## src/rtl/wb_commit_tracer_pkg.sv

```systemverilog
// rtl/wb_commit_tracer_pkg.sv - MEM/WB register layout and commit record types
package wb_commit_tracer_pkg;

  localparam int          COMMIT_SEQ_W = 16;
  localparam logic [31:0] BUBBLE_INSTR = 32'h0000_0000;

  localparam logic [1:0] WB_SEL_ALU = 2'b00;
  localparam logic [1:0] WB_SEL_MEM = 2'b01;
  localparam logic [1:0] WB_SEL_PC4 = 2'b10;
  localparam logic [1:0] WB_SEL_IMM = 2'b11;

  typedef struct packed {
    logic [31:0] Pc_Four;
    logic [31:0] Curr_Instr;
    logic [31:0] Alu_Result;
    logic [31:0] MemReadData;
    logic [31:0] Imm_Out;
    logic [31:0] Rs2_Data;
    logic [4:0]  rd;
    logic        RegWrite;
    logic [1:0]  MemtoReg;
  } mem_wb_reg;

  typedef struct packed {
    logic [COMMIT_SEQ_W-1:0] seq;
    logic [31:0]             pc;
    logic [31:0]             instr;
    logic [4:0]              rd;
    logic                    we;
    logic [31:0]             wdata;
  } commit_rec_t;

endpackage

```

## src/rtl/commit_fifo.sv

```systemverilog
// rtl/commit_fifo.sv - synchronous FIFO whose head entry sits in an output register
module commit_fifo #(
  parameter int WIDTH = 8,
  parameter int DEPTH = 8,
  localparam int AW = $clog2(DEPTH),
  localparam int CW = AW + 1
) (
  input  logic             clk,
  input  logic             reset,
  input  logic             push,
  input  logic [WIDTH-1:0] din,
  input  logic             pop,
  output logic [WIDTH-1:0] dout,
  output logic             valid,
  output logic             full,
  output logic             empty,
  output logic [CW-1:0]    count
);

  logic [WIDTH-1:0] mem [DEPTH];
  logic [AW-1:0]    rd_ptr;
  logic [AW-1:0]    wr_ptr;
  logic [AW-1:0]    rd_ptr_next;
  logic [CW-1:0]    count_next;
  logic [CW-1:0]    remain;
  logic             do_push;
  logic             do_pop;

  assign full        = (count == CW'(DEPTH));
  assign empty       = (count == '0);
  assign do_pop      = pop && valid;
  // A pop in the same cycle frees the slot a full FIFO would otherwise refuse.
  assign do_push     = push && (!full || do_pop);
  assign rd_ptr_next = do_pop ? rd_ptr + AW'(1) : rd_ptr;
  assign remain      = count - CW'(do_pop);
  assign count_next  = remain + CW'(do_push);

  always_ff @(posedge clk) begin
    if (do_push) begin
      mem[wr_ptr] <= din;
    end
  end

  always_ff @(posedge clk) begin
    if (reset) begin
      rd_ptr <= '0;
      wr_ptr <= '0;
      count  <= '0;
      valid  <= 1'b0;
      dout   <= '0;
    end else begin
      if (do_push) begin
        wr_ptr <= wr_ptr + AW'(1);
      end
      rd_ptr <= rd_ptr_next;
      count  <= count_next;
      valid  <= (count_next != '0);
      // Nothing left behind the head: the incoming entry goes straight to the output.
      if (remain == '0) begin
        if (do_push) begin
          dout <= din;
        end
      end else begin
        dout <= mem[rd_ptr_next];
      end
    end
  end

endmodule

```

## src/rtl/wb_commit_tracer.sv

```systemverilog
// rtl/wb_commit_tracer.sv - rebuilds retiring instructions from MEM/WB and queues commit records
module wb_commit_tracer
  import wb_commit_tracer_pkg::*;
#(
  parameter int DEPTH = 8,
  parameter int SEQ_W = 16
) (
  input  logic                   clk,
  input  logic                   reset,
  input  logic                   en,
  input  mem_wb_reg              wb_in,
  output logic                   trc_valid,
  input  logic                   trc_ready,
  output commit_rec_t            trc_rec,
  output logic [$clog2(DEPTH):0] count,
  output logic                   overflow,
  output logic [SEQ_W-1:0]       drop_cnt
);

  commit_rec_t      rec;
  logic [SEQ_W-1:0] seq_q;
  logic             capture;
  logic             pop;
  logic             drop;
  logic             fifo_full;
  logic             fifo_empty;
  logic             unused_wb_bits;

  assign unused_wb_bits = ^wb_in.Rs2_Data;

  assign capture = en && (wb_in.Curr_Instr != BUBBLE_INSTR);
  assign pop     = trc_ready && !fifo_empty;
  assign drop    = capture && fifo_full && !pop;

  always_comb begin
    rec       = '0;
    rec.seq   = COMMIT_SEQ_W'(seq_q);
    rec.pc    = wb_in.Pc_Four - 32'd4;
    rec.instr = wb_in.Curr_Instr;
    rec.rd    = wb_in.rd;
    rec.we    = wb_in.RegWrite && (wb_in.rd != 5'd0);
    if (rec.we) begin
      case (wb_in.MemtoReg)
        WB_SEL_ALU: rec.wdata = wb_in.Alu_Result;
        WB_SEL_MEM: rec.wdata = wb_in.MemReadData;
        WB_SEL_PC4: rec.wdata = wb_in.Pc_Four;
        default:    rec.wdata = wb_in.Imm_Out;
      endcase
    end
  end

  commit_fifo #(
    .WIDTH($bits(commit_rec_t)),
    .DEPTH(DEPTH)
  ) u_fifo (
    .clk  (clk),
    .reset(reset),
    .push (capture),
    .din  (rec),
    .pop  (pop),
    .dout (trc_rec),
    .valid(trc_valid),
    .full (fifo_full),
    .empty(fifo_empty),
    .count(count)
  );

  // seq advances on dropped captures too, so gaps downstream reveal lost records.
  always_ff @(posedge clk) begin
    if (reset) begin
      seq_q    <= '0;
      overflow <= 1'b0;
      drop_cnt <= '0;
    end else begin
      if (capture) begin
        seq_q <= seq_q + SEQ_W'(1);
      end
      if (drop) begin
        overflow <= 1'b1;
        if (drop_cnt != '1) begin
          drop_cnt <= drop_cnt + SEQ_W'(1);
        end
      end
    end
  end

endmodule

```

## config.mk

```make
export PLATFORM = sky130hd
export DESIGN_NAME = wb_commit_tracer
export DESIGN_NICKNAME = d
export VERILOG_FILES = /design/src/rtl/wb_commit_tracer_pkg.sv /design/src/rtl/commit_fifo.sv /design/src/rtl/wb_commit_tracer.sv
export SDC_FILE = /design/constraint.sdc
export NUM_CORES = 1
export LEC_CHECK = 0
export CORE_ASPECT_RATIO = 2
export CORE_MARGIN = 1
export CORE_UTILIZATION = 25
export DETAILED_ROUTE_END_ITERATION = 10
export PLACE_DENSITY = 0.44
export SYNTH_ARGS = -nofsm -noshare
export SYNTH_HDL_FRONTEND = slang
export SYNTH_SLANG_ARGS = --single-unit
```

## constraint.sdc

```tcl
create_clock -name clk -period 32 [get_ports clk]
set_input_delay 6.4 -clock clk [delete_from_list [all_inputs] [get_ports clk]]
set_output_delay 6.4 -clock clk [all_outputs]
set_load 0.01 [all_outputs]
```

* After elaboration in Yosys (flattened, before gate mapping) *
Memory sizes are Yosys's and may differ from the RTL's.
Cells that the tools add are included.

storage, ports and cells
  bits in registers = 162
  memory bits (writable) = 944
  bits of input ports = 204
  memories kept = 1

operators by class
  $add $sub $neg = 7
  equality and inequality tests = 5
  mux-type cells = 7
  reductions and logical operators = 18

memories
  name        words  width  rd ports  clocked after memory_dff  wr ports  line               source
  u_fifo.mem  8      118    1         0                         1         commit_fifo.sv:20  logic [WIDTH-1:0] mem [DEPTH];

operator list
  kind                   number
  $mux 118               2
  $pmux 32 s3            1
  $add 16x1->16 const B  2
  $mux 32                1
  $reduce_bool 32->1     1
  $sub 32x3->32 const B  1
  $ne 16x16->1 const B   1
  $logic_not 4->1        2
  $logic_and 1x1->1      7
  $add 3x1->3 const B    2
  $reduce_bool 5->1      1
  $add 4x1->4            1
  $eq 4x4->1 const B     1
  $reduce_bool 4->1      1
  $sub 4x1->4            1
  $logic_not 1->1        3
  $mux 3                 1
  $eq 2x1->1 const B     1
  $eq 2x2->1 const B     1
  $logic_not 2->1        1
  $mux 1                 2
  $ne 2x1->1 const B     1
  $reduce_and 2->1       1
  $logic_or 1x1->1       1

* Logic depth before layout (Yosys ltp) *
Gate-level depths: netlist of the first run.

  depth in word-level cells = 8
  gate-level depth with buffers = 14
  depth with buffers taken out = 11

* Modules after synthesis *
Synthesis of the first run repeated with hierarchy kept, for this count alone.

second synthesis, totals
  cells, all modules = 3816
  area total of the unflattened synthesis = 51114.0 µm²

by module, submodules not included
  module            instances  cells an instance  area an instance (µm²)  sequential area each (µm²)
  commit_fifo       1          3454               47889.7                 30929.7
  wb_commit_tracer  1          362                3224.3                  660.6

* Worst setup path after synthesis of the first run *
No wires, ideal clock.

  path type = input to register
  from = input port wb_in[165] (netlist name)
  to = memory u_fifo.mem[2][0] (netlist name) (enable)
  library setup time = 0.925 ns
  data arrival time = 19.266 ns
  data required time = 31.075 ns
  setup slack = 11.809 ns
  stages on the path = 6
  buffers on the path = 2
  cell sequence = nor4_1 > nand4_1 > o211ai_1 > buf_2 > buf_1 > nor4b_1

between the ends
  cells in the longest elaborated chain, start to end = 5

RTL lines
  what                          line                    source
  start: declaration            wb_commit_tracer.sv:11  input mem_wb_reg wb_in,
  $reduce_bool 32->1            wb_commit_tracer.sv:31  assign capture = en && (wb_in.Curr_Instr != BUBBLE_INSTR);
  $logic_and 1x1->1             wb_commit_tracer.sv:31
  $logic_and 1x1->1             commit_fifo.sv:33       assign do_push = push && (!full || do_pop);
  $mux 1                        commit_fifo.sv:39       if (do_push) begin
  $mux 1 (not written as such)  commit_fifo.sv:40       mem[wr_ptr] <= din;
  end: declaration              commit_fifo.sv:20

Every way passes these cells.

* Final worst setup path of the first run *
  from = input port trc_ready
  to = register u_fifo.dout[38]

between the ends
  cells in the longest elaborated chain, start to end = 5
  elaborated cells between the ends (all ways) = 10
  classes of those cells = add/sub: 1; eq/ne: 1; mux: 2; reduce/logical: 5; memory: 1

RTL lines
  what                                                     line                    source
  start: declaration                                       wb_commit_tracer.sv:13  input logic trc_ready,
  $logic_and 1x1->1 (*)                                    wb_commit_tracer.sv:32  assign pop = trc_ready && !fifo_empty;
  $logic_and 1x1->1 (*)                                    commit_fifo.sv:31       assign do_pop = pop && valid;
  $sub 4x1->4 (tied with other cells)                      commit_fifo.sv:35       assign remain = count - CW'(do_pop);
  $logic_not 4->1 (tied with other cells)                  commit_fifo.sv:59       if (remain == '0) begin
  $ne 2x1->1 (no source line) or $mux 118 (tied branches)  -
  end signal: assignment                                   commit_fifo.sv:61       dout <= din;
  end signal: assignment                                   commit_fifo.sv:64       dout <= mem[rd_ptr_next];
  end: declaration                                         commit_fifo.sv:13       output logic [WIDTH-1:0] dout,

Mark *: on every way between the ends. The rest lies on a longest branch, timed or not.
A chain may end at the register's enable or synchronous reset.

==> results of run 1 <==
-- worst max-delay path by stage --
| stage | from | endpoint | slack (ps) | cells past startpoint |
|---|---|---|---|---|
| 6_report | trc_ready | u_fifo.dout[38] | 20980 | 14 |
| 5_1_grt | trc_ready | u_fifo.dout[48] | 20740 | 14 |
| 2_1_floorplan | wb_in[165] | u_fifo.mem[2][0] | 11810 | 6 |
| 4_1_cts | trc_ready | u_fifo.dout[38] | 20990 | 14 |
| 3_3_place_gp | trc_ready | u_fifo.dout[38] | 20200 | 14 |
| 3_5_place_dp | trc_ready | u_fifo.dout[38] | 20200 | 14 |
-- critical path: stages --
cell and delay, ps:
clkdlybuf4s50_1 600, and2_1 350, nand2_1 280, inv_1 230, ha_1 200, ha_1 160
xor2_1 110, nor3_1 360, nand2_1 350, nand2_4 420, buf_4 780, buf_4 840
a31oi_1 120, a31o_2 310
-- power groups by stage --
stage | combinational (mW) | clock [mW] | sequential [mW]
2_1_floorplan | 0.814 | 0 | 1.81
3_3_place_gp | 1.42 | 0 | 1.80
3_5_place_dp | 1.43 | 0 | 1.80
4_1_cts | 1.43 | 1.36 | 1.77
5_1_grt | 1.53 | 1.41 | 1.78
6_report | 1.40 | 1.32 | 1.77
-- registers in the layout, summed over array words and instances, names as in the netlist --
signal	flops
u_fifo.mem	944
u_fifo.dout	118
drop_cnt	16
seq_q	16
u_fifo.count	4
u_fifo.rd_ptr	3
u_fifo.wr_ptr	3
overflow	1
u_fifo.valid	1
-- cell families after synthesis --
logic type	count (synthesis)
flops	1106
mux	248
xor+xnor	64
buf+inv	243
fa+ha+maj	9
compound gates	617
simple gates	1109
-- stage by stage --
step	std cells	util
2_1_floorplan	3396	-
3_3_place_gp	5875	0.284
3_5_place_dp	5875	0.284
4_1_cts	6077	0.305
5_1_grt	6084	0.305
6_report	6086	0.305
-- cells in the final DEF, fill, tap and decap left out, drive strengths merged, types with 5 or more instances in the layout --
| cell | n |
|---|---|
| inv | 22 |
| nor2b | 6 |
| dfxtp | 162 |
| edfxtp | 944 |
| clkinv | 31 |
| clkbuf | 149 |
| or4 | 9 |
| nand4 | 16 |
| nor3 | 28 |
| a31oi | 95 |
| nor4 | 27 |
| a21oi | 174 |
| diode | 9 |
| nor2 | 71 |
| or3 | 6 |
| a22oi | 39 |
| clkdlybuf4s50 | 308 |
| mux4 | 42 |
| nor3b | 5 |
| ha | 9 |
| mux2 | 12 |
| o22ai | 28 |
| nand2 | 792 |
| a32oi | 92 |
| mux2i | 194 |
| buf | 68 |
| nand3 | 91 |
| bufinv | 9 |
| o2bb2ai | 18 |
| and3 | 7 |
| o21ai | 21 |
| a31o | 91 |
| clkinvlp | 6 |
| xnor2 | 46 |
| and2 | 36 |
| a221oi | 35 |
| xor2 | 18 |
-- area by class of cell --
type                    instances  share of cell area
flip-flops and latches       1106               0.577
diodes                          9            0.000411
inverters                      15             0.00112
multi-input cells            2047               0.235
clock inverters                53              0.0105
repair buffers                376              0.0668
clock buffers                 149              0.0560
well taps                    2331              0.0532
-- layer usage --
metal / routed length (um) / up-vias
met2: 84400 / 809
met1: 65400 / 15500
li1: - / 13400
met5: 68 / -
met3: 8000 / 190
met4: 3550 / 10
==> results by group, run 1 <==
Finish
  – Layout cell share with drive strength beyond 1: 0.106
  – Area grow syn2layout: 21.0%
  – Multi-input gate area: between 0.01 and 0.015 mm2
  – Post-route cell area: around 0.055 mm2
  – Seq. cell area: approximately 0.032 mm2
  – Final nets: between 3000 and 4000
  – Fillers: around 18000

STA
  – Slew at the pin closest to its max-slew limit: about 1200 ps
  – Final setup viols: 0
  – Final setup TNS: 0 ps
  – Fmax: a little over 0.09 GHz
  – Relative slew slack: 0.185
  – Final WS setup: between 20000 and 25000 ps
  – Period utilization: 0.344
  – Minimum hold slack: about 450 ps
  – Final hold vios: 0
  – Final min period: about 11000 ps
  – RSZ-0062 raised after global routing: false
  – Max Slew Vio Count: 0
  – Skew final: 35.5 ps

Yosys
  – Post-synth EDFFs: 944
  – Largest cells by area after synthesis: edfxtp_1 63%, dfxtp_1 7.2%, nand2_1 6.6%
  – YS warnings: 0
  – Post-Syn Area: 0.0453 mm2
  – Synth Area in Adders: 0.00249
  – Most common cell in the netlist: edfxtp_1
  – Area leader, netlist: edfxtp_1
  – Simple-Gate Fraction of Synth Area: 0.104
  – Yosys top cell area share: 0.626
  – Largest family of logic cells by synthesized area: simple AND/OR/NAND/NOR gates
  – Post-synthesis mux area share: 0.0668
  – Synth Flop Type: edfxtp_1
  – Yosys reg bits: ~1100
  – Cells after synthesis: roughly 3400
  – Compound-Gate Fraction of Synth Area: 0.0955
  – Ys async rst share: 0
  – Mean Syn Cell Area: about 13 um2
  – Syn nets: around 3600
  – Post-synthesis sequential area ratio: 0.698
  – XOR/XNOR Fraction of Synth Area: 0.0127
  – Netlist cell types: 66
  – Leading cell types by count after synthesis: 944 x edfxtp_1, 792 x nand2_1, 194 x mux2i_1

Floorplanning
  – Initial Util: 0.252
  – Core ar.: about 0.18 mm2
  – Die width: about 300 um
  – Ports: 344
  – Site Rows: 220
  – DIE HEIGHT: slightly above 600 um
  – Die area: roughly 0.18 mm2

Setup path
  – FF-to-FF End: u_fifo.dout[38]
  – Flop2flop setup slack: 26370 ps
  – Crit path launch type: input pin
  – CP Max Fanout: 50
  – Critical path class: input pin to flip-flop
  – Worst path required time: 32600 ps
  – Arrival @ worst endpoint: approximately 12000 ps
  – Worst Reg-to-Reg Cells: 13
  – Worst R2R Start: u_fifo.count[2]
  – Crit path capture type: flip-flop

Global route
  – Busiest metal layer after global routing: met2
  – Vias in the first global route: just over 30000
  – Met1 usage: 0.208
  – First-pass GRT wire length: roughly 230000 um
  – GR Overflow Total: 0
  – M2 GR Usage: 0.318
  – Met3 GRT Util: 0.0296
  – GRT Total Usage: 0.174
  – Largest net degree at the start of global routing: roughly 190
  – Antenna violations before repair: 18

Route
  – # DRC: 0
  – Wire length per cell: about 27 um
  – Total wire length: about 160000 um
  – Initial drt markers: 2005
  – Routed vias: ~30000
  – Detailed-router iteration count before antenna repair: 7
  – Final ANT Viol Nets: 0
  – Vias/cell: 4.92

Power and ir drop
  – PwrDens: about 82 mW/mm2
  – Sw power: approximately 1.6 mW
  – Int Pwr: just under 3 mW
  – Worst vdd ir: between 0.07 and 0.08 mV
  – Share of total power in sequential cells: 0.393
  – Final Power: 4.49 mW
  – Clock power frac: 0.294
  – LEAKAGE: 17.8 nW
  – Comb pwr share: 0.312
  – Switching part of the total power: 0.347

Run
  – Max Cap Viol: 0

CTS
  – CTS Buf Count: approximately 110
  – Clk_lat worst skew: 730 ps
  – Setup bufs post-CTS: 0
  – Clock transition at path regs: ~70 ps
  – Max clock buf depth: 3
  – CTS Hold Bufs: 0
  – H-tree levels: 3
  – Root Buffer Master: clkbuf_16
  – CTS resizes: 0
  – CTS sink cnt: ~1100
  – CTS tree: yes

Outcome
  – Status: finished clean

Worst hold path
  – Worst Hold Launch: overflow
  – Hold Path Class: flip-flop to flip-flop
  – Worst Hold End: overflow
  – WHS Path Cells: 2

Placement
  – RePlAce Congestion: between 0.7 and 0.8
  – DP Wirelength: 92000 um
  – I/O Buffers: 311
  – Worst slack, placed: a little over 20000 ps
  – Dpl cell area: 0.0511 mm2
Power figures use the tool's default switching activity.
==> run 2, diff against run 1 <==
--- a/config.mk
+++ b/config.mk
@@ -9,7 +9,7 @@
 export CORE_MARGIN = 1
 export CORE_UTILIZATION = 25
 export DETAILED_ROUTE_END_ITERATION = 10
-export PLACE_DENSITY = 0.44
+export PLACE_DENSITY = 0.45
 export SYNTH_ARGS = -nofsm -noshare
 export SYNTH_HDL_FRONTEND = slang
 export SYNTH_SLANG_ARGS = --single-unit
==> constraint.sdc (replaced) <==
create_clock -name clk -period 9.8 [get_ports clk]
set_input_delay 1.96 -clock clk [delete_from_list [all_inputs] [get_ports clk]]
set_output_delay 1.96 -clock clk [all_outputs]
set_load 0.01 [all_outputs]
==> results by group, run 2 (same netlist as run 1, synthesis figures left out) <==
Setup path
  – CP Buf/Inv Count: 4 (unchanged)
  – Crit path capture type: flip-flop (unchanged)
  – Worst path most repeated cell: buf_4
  – Arrival @ worst endpoint: 6480 ps (was 11620 ps)
  – CP max stage delay: 920 ps (was 840 ps)
  – CP startpoint: wb_in[166] (was trc_ready)
  – CP Max Fanout: 48 (was 50)
  – Crit path max-delay family: buffers and inverters (unchanged)
  – Worst R2R Start: u_fifo.count[2] (unchanged)
  – CP max stage cell: clkdlybuf4s50_1 (was buf_4)
  – Worst path required time: 10130 ps (was 32600 ps)
  – Cells along the critical path: clkdlybuf4s50_1 > nor4_1 > nand4_1 > o211ai_1 > inv_6 > nand2_1 > nor3_2 > buf_4 > buf_4 (was clkdlybuf4s50_1 > and2_1 > nand2_1 > inv_1 > ha_1 > ha_1 > xor2_1 > nor3_1 > nand2_1 > nand2_4 > buf_4 > buf_4 > a31oi_1 > a31o_2)
  – Crit path launch type: input pin (unchanged)
  – Critical path class: input pin to flip-flop (unchanged)

CTS
  – Clk_lat worst skew: 710 ps (was 730 ps)
  – CTS tree: yes (unchanged)
  – CTS Buf Count: 105 (was 107)
  – CTS Hold Bufs: 0 (unchanged)
  – CTS sink cnt: 1106 (unchanged)
  – H-tree levels: 3 (unchanged)
  – CTS resizes: 0 (unchanged)
  – Clock transition at path regs: 60 ps (was 70 ps)
  – Setup bufs post-CTS: 0 (unchanged)
  – Root Buffer Master: clkbuf_16 (unchanged)
  – Max clock buf depth: 3 (unchanged)

Finish
  – Most frequent cells in the layout: 944 x edfxtp_1, 789 x nand2_1, 308 x clkdlybuf4s50_1 (unchanged)
  – Final non-filler cell total: 6080 (was 6086)
  – Final nets: 3858 (was 3866)
  – Seq. cell area: 0.0316 mm2 (unchanged)
  – Biggest register: u_fifo.mem (unchanged)
  – Most common cell after layout, fill and taps aside: edfxtp_1 (unchanged)
  – Multi-input gate area: 0.0129 mm2 (about the same)
  – Top flop regs: u_fifo.mem x944, u_fifo.dout x118 (unchanged)
  – Layout cell share with drive strength beyond 1: 0.102 (was 0.106)
  – Area grow syn2layout: 20.8% (was 21.0%)
  – Max FFs per register: 944 (unchanged)
  – Fillers: 18100 (about the same)

Worst hold path
  – Hold Path Class: flip-flop to flip-flop (unchanged)
  – Worst Hold Launch: overflow (unchanged)

Run
  – Max Cap Viol: 0 (unchanged)

STA
  – Final setup TNS: 0 ps (unchanged)
  – Period utilization: 0.627
  – Slew at the pin closest to its max-slew limit: 1160 ps (was 1220 ps)
  – Relative slew slack: 0.221 (was 0.185)
  – Skew final: 22.4 ps (was 35.5 ps)
  – Fmax: 0.163 GHz
  – Max Slew Vio Count: 0 (unchanged)
  – Final setup viols: 0 (unchanged)
  – RSZ-0062 raised after global routing: false (unchanged)
  – Final hold vios: 0 (unchanged)
  – Final min period: just over 6000 ps

Floorplanning
  – Die width: 303 um (unchanged)
  – Site Rows: 220 (unchanged)
  – DIE HEIGHT: 604 um (unchanged)
  – Die area: 0.183 mm2 (unchanged)
  – Ports: 344 (unchanged)
  – Initial Util: 0.252 (unchanged)
  – Core ar.: 0.180 mm2 (unchanged)

Route
  – Vias/cell: 4.91 (was 4.92)
  – Final ANT Viol Nets: 0 (unchanged)
  – Total wire length: 160000 um (was 161000 um)
  – # DRC: 0 (unchanged)
  – Wire length per cell: 26.3 um (was 26.5 um)
  – Routed vias: 29900 (about the same)
  – Initial drt markers: 1913 (was 2005)
  – Detailed-router iteration count before antenna repair: 5 (was 7)

Power and ir drop
  – Worst vdd ir: 0.275 mV (was 0.0728 mV)
  – PwrDens: 266 mW/mm2 (was 82.0 mW/mm2)
  – LEAKAGE: 17.7 nW (was 17.8 nW)

Global route
  – GRT Total Usage: 0.172 (was 0.174)
  – GR Overflow Total: 0 (unchanged)
  – First-pass GRT wire length: 224000 um (was 227000 um)
  – Vias in the first global route: 30300 (was 30800)
  – Largest net degree at the start of global routing: 165 (was 191)
  – Antenna violations before repair: 23 (was 18)

Placement
  – RePlAce Congestion: 0.747 (was 0.729)
  – DP Wirelength: 91100 um (was 92000 um)
  – DP Cell Count: 5869 (was 5875)
  – I/O Buffers: 311 (unchanged)

Outcome
  – Status: finished clean (unchanged)
[run 2: area by class of cell]
class / count / area share
Clock buffer: 146 / 0.0538
Clock inverter: 54 / 0.0101
Sequential cell: 1106 / 0.578
Multi-Input combinational cell: 2047 / 0.236
Tap cell: 2331 / 0.0533
Inverter: 15 / 0.00112
Timing Repair Buffer: 370 / 0.0673
Antenna cell: 11 / 0.000503
[run 2: tightest hold or removal path, delay by kind of cell, from the launching register on]
family	cells	cell delay (ps)
AOI/OAI and AO/OA	1	50
buffers and inverters	1	50
DFF	1	310
[run 2: metal layers]
metal  global-route usage  wire (um)
met2                0.309      82400
met5                    0         77
met4               0.0535       3870
met1                0.207      65000
met3               0.0295       8380
[run 2: per-stage QoR]
| stage | util | power (mW) | instance area, um2 | hold WS, ps | setup WS, ps |
|---|---|---|---|---|---|
| after floorplan | - | 8.54 | 45300 | 470 | -2770 |
| after global placement | 0.285 | 10.5 | 51200 | 433 | 2790 |
| after detailed placement | 0.285 | 10.6 | 51200 | 444 | 2710 |
| after CTS | 0.304 | 14.8 | 54700 | 454 | 3500 |
| after global routing | 0.304 | 15.3 | 54700 | 491 | 3480 |
| final | 0.304 | 14.6 | 54700 | 451 | 3650 |
[run 2: power breakdown]
part	internal, mW	leakage [nW]	switching [mW]
Clock	2.33	1.69	1.87
Sequential	5.53	9.96	0.240
Combinational	1.61	6.09	2.97
Total	9.47	17.7	5.08
[run 2: final timing paths]
check / endpoint / slack, ps / depth (start not counted)
max: u_fifo.mem[1][117] / 3650 / 9
min: overflow / 450 / 2
max reg2reg: u_fifo.mem[1][117] / 5080 / 8
min reg2reg: overflow / 450 / 2
